**src/rtl/pc_ir.sv**
```systemverilog
`default_nettype none
// ============================================================================
// pc_ir : program counter and instruction register fetch stage for mycpu
// Revision: 1.0
// ============================================================================
module pc_ir #(
  parameter int          PC_W     = 16,
  parameter logic [15:0] RESET_PC = 16'h0000
) (
  input  logic            clk,
  input  logic            rst,
  input  logic            il_in,
  input  logic [1:0]      ps_in,
  input  logic [15:0]     ra_in,
  input  logic [15:0]     imem_data_in,
  input  logic            imem_rdy_in,
  output logic [PC_W-1:0] pc_out,
  output logic [15:0]     ins_out,
  output logic            stall_out,
  output logic            ir_valid_out,
  output logic [15:0]     fetch_cnt_out
);

  localparam logic [1:0] PS_HOLD = 2'b00;
  localparam logic [1:0] PS_INC  = 2'b01;
  localparam logic [1:0] PS_BR   = 2'b10;
  localparam logic [1:0] PS_JMP  = 2'b11;

  logic            upd;
  logic [5:0]      br_off;
  logic [15:0]     br_off_ext;
  logic [PC_W-1:0] pc_next;

  assign stall_out = il_in & ~imem_rdy_in & ~rst;
  assign upd       = ~rst & ~stall_out;

  // Offset is sign-extended to 16 bits first so narrow PC widths just truncate.
  assign br_off     = {ins_out[8:6], ins_out[2:0]};
  assign br_off_ext = {{10{br_off[5]}}, br_off};

  always_comb begin
    pc_next = pc_out;
    case (ps_in)
      PS_HOLD: pc_next = pc_out;
      PS_INC:  pc_next = pc_out + {{(PC_W-1){1'b0}}, 1'b1};
      PS_BR:   pc_next = pc_out + br_off_ext[PC_W-1:0];
      PS_JMP:  pc_next = ra_in[PC_W-1:0];
      default: pc_next = pc_out;
    endcase
  end

  always_ff @(posedge clk) begin
    if (rst) begin
      pc_out        <= RESET_PC[PC_W-1:0];
      ins_out       <= 16'h0000;
      ir_valid_out  <= 1'b0;
      fetch_cnt_out <= 16'h0000;
    end else if (upd) begin
      pc_out <= pc_next;
      if (il_in) begin
        ins_out       <= imem_data_in;
        ir_valid_out  <= 1'b1;
        fetch_cnt_out <= fetch_cnt_out + 16'h0001;
      end
    end
  end

endmodule
`default_nettype wire
```
**config.mk**
```make
export PLATFORM = sky130hd
export DESIGN_NAME = pc_ir
export DESIGN_NICKNAME = d
export VERILOG_FILES = /design/src/rtl/pc_ir.sv
export SDC_FILE = /design/constraint.sdc
export NUM_CORES = 1
export LEC_CHECK = 0
export ABC_AREA = 1
export CAP_MARGIN = 20
export CORE_MARGIN = 3
export CORE_UTILIZATION = 45
export CTS_BUF_LIST = sky130_fd_sc_hd__clkbuf_8 sky130_fd_sc_hd__clkbuf_16
export DETAILED_ROUTE_END_ITERATION = 16
export DONT_BUFFER_PORTS = 1
export PLACE_DENSITY = 0.66
export SLEW_MARGIN = 20
export SYNTH_ARGS = -nofsm -noshare
export SYNTH_HDL_FRONTEND = slang
export SYNTH_SLANG_ARGS = --single-unit
```
**constraint.sdc**
```tcl
create_clock -name clk -period 3.6 [get_ports clk]
set_clock_uncertainty 0.05 [all_clocks]
set_input_delay 0.18 -clock clk [delete_from_list [all_inputs] [get_ports clk]]
set_output_delay 0.18 -clock clk [all_outputs]
set_load 0.005 [all_outputs]
```
==> results.md <==
* Status: complete, no violations
* Mean routed wirelength per cell at 14.6 µm
* Syn Nets at roughly 490
* Die X at ~89 µm
* Antenna cells at 0
* Post-CTS resize count at 0
* Crit path time final at 2.34 ns
* Area leader, netlist: dfxtp_1
* Vias in the first global route at 2,764
* Fin util at between 50% and 60%
* Synth Instances at 449
* Clk slew on worst S/H paths at 0.10 ns
* Share of layout cells above drive strength 1 at 12.3%
* Vias/cell at about 5.4
* Simple-Gate Fraction of Synth Area at 38.3%
* GRT Total Usage at a little over a fifth
* Drt total wl at 7.77 mm
* Unique masters post-synth at 43
* CP max-delay cell: dfxtp_1
* Effective utilization at floorplan at 47.5%
* Xor/xnor share of the synthesized area at between 3 and 4%
* Final setup fails at 0
* Num CTS Buffers at 5
* GRT overflow at 0
* Critical Path AT at 2.45 ns
* Synth area leaders: dfxtp_1 (32%), nand2_1 (13%), nand3_1 (7.3%)
* Number of I/O pins at 88
* Clock Sinks at between 40 and 50
* Gpl congestion at 0.832
* Setup CP Type: reg2reg
* DR vias at 2,869
* NumNets Final at 500
* Post-route DRC at 0
* Total of max-cap violations at 0
* PortBufs at 0
* Synthesized flop and latch total at a little under 50
* Crit Path Max Fanout at 21
* Slew HR at 44.9%
* Worst Tran Pin Value at 0.823 ns
* TritonCTS clock tree: yes
* First-pass GRT wire length at 13.1 mm
* Worst path cell trace: nand3_4 > inv_1 > nand2_1 > nand2_4 > nand2_1 > nor2_1 > nand3_1 > nand3_1 > nand3_1 > nand2_1 > a21oi_2
* Power per Cell Area at 347 nW/µm²
* Sum Neg Setup Slack at 0 ns
* CTS max path bufs at 2
* Hpwl dp at 5.70 mm
* Synth top area share at 31.6%
* Crit start category: flop
* RSZ-0062 raised after global routing: no
* Area post-placement at between 3000 and 4000 µm²
* Peak Freq at about 0.43 GHz
* Slew Limit Fails at 0
* Complex-gate fraction of the synthesized area at 14.3%
* CTS root buffer: clkbuf_8
* Core area at about 6500 µm²
* Design area at 3370 µm²
* Chip Height at slightly below 90 µm
* # rows at 29
* Peak supply drop at between 150 and 200 µV
* Cts hold-fix bufs at 14
* Fin Hold WS at about 0.011 ns
* Pre-CTS setup slack at between 1 and 1.5 ns
* Synth Area in Adders at under 10%
* Sequential area share after synthesis at 31.6%
* DIE AREA at 7930 µm²
* Fillers at 668
* Final period util at between 60% and 70%
* Hold Fails Final Rpt at 0
* Synthesized area at 3100 µm²
* 1st-iter DRT viols at ~250
* H-tree depth at 2
* Hold crit path type: in2reg
* Antenna viol nets, final at 0
* Largest net degree at the start of global routing at 35
* Postcts setup bufs at 0
* Crit. End Element: flop
* Area Overhead vs Synth at 8.47%
* Avg Inst Size Synth at 6.91 µm²
* TritonRoute pass-1 iters at 4
* Critical Path RT at between 3 and 4 ns
* Clock Latency Late Sink at between 0.3 and 0.4 ns
* Setup WS post-layout at 1.26 ns
* Syn. warnings at 0
* Leakage at 1.40 nW
* Post-synthesis mux area share at 0%
* Main combinational cell family by area after synthesis: simple AND/OR/NAND/NOR gates
* Initial antenna violation count at 0
* Max stage delay on crit path at 0.69 ns
[layout by cell type (no fill, tap or decap), types with 3 or more instances in the layout]
cell	count
nand3_1	45
inv_2	5
a41oi_1	5
nor3_1	4
clkbuf_8	5
nor2_1	45
a21oi_1	25
nor2_4	5
a31oi_1	3
dfxtp_1	49
xor2_1	7
ha_1	6
xnor2_1	4
a21oi_2	6
nand4_1	6
nand2_1	106
nand2_2	9
dlygate4sd3_1	14
o21ai_0	21
inv_1	47
nand2_4	11
[cell type report]
cell class | count | area, µm² | share of cell area [%]
clock inverters | 3 | 42.5 | 1.26
repair buffers | 15 | 148 | 4.39
inverters | 54 | 206 | 6.13
flip-flops and latches | 49 | 981 | 29.1
well taps | 77 | 96.3 | 2.86
clock buffers | 5 | 68.8 | 2.04
multi-input cells | 330 | 1820 | 54.2
[cells in the mapped netlist (all sizes together)]
library cell	n
o21ai	21
fa	1
nor2	52
ha	6
clkbuf	10
xor2	7
nand3b	1
nand2	126
buf	6
a31oi	3
a21boi	1
nand3	49
o32ai	1
a41oi	5
dfxtp	49
nand4	6
a31o	1
inv	52
o21a	2
a21oi	31
clkinv	2
xnor2	4
a41o	2
o211a	1
o41ai	1
nor3b	1
a22oi	2
nor3	6
[power breakdown]
part | internal [mW] | switching [mW]
clock | 0.206 | 0.197
combinational | 0.0632 | 0.103
sequential | 0.566 | 0.0324
[state kept, by name (all words and copies together) (netlist names)]
signal and count:
ins_out 16, pc_out 16, ir_valid_out 1, fetch_cnt_out 16
[metrics by stage]
stage	cells	total power [mW]
detailed placement	511	0.762
floorplan	449	0.735
finish	533	1.17
global placement	511	0.759
CTS	533	1.18
global route	533	1.23
[worst max-delay path: cells and delay by family, from the launching register on]
family / cells / cell delay, ns
compound gates: 1 / 0.05
buf+inv: 1 / 0.23
flops: 1 / 0.69
simple gates: 9 / 1.16
[metal layers]
layer | GRT usage (%) | part of all wire, % | vias to the layer above
met1 | 25.8 | 43 | 1310
met4 | 5.68 | 1.1 | 0
met3 | 6.36 | 7.7 | 7
li1 | - | - | 1472
met2 | 35.1 | 48 | 80
met5 | 0 | 0 | -
[logic make-up after synthesis]
logic type | after synthesis
xor+xnor | 11
simple gates | 241
compound gates | 71
buf+inv | 70
fa+ha+maj | 7
flops | 49
[worst paths after layout]
path / cells after the start / end / slack, ns / start
worst min-delay path: 2 / ins_out[2] / 0.01 / imem_data_in[2]
worst max register to register: 11 / pc_out[14] / 1.26 / ins_out[8]
worst max-delay path: 11 / pc_out[14] / 1.26 / ins_out[8]
worst min register to register: 2 / ir_valid_out / 0.43 / ir_valid_out
No activity file was read; power rests on OpenSTA's default activity.
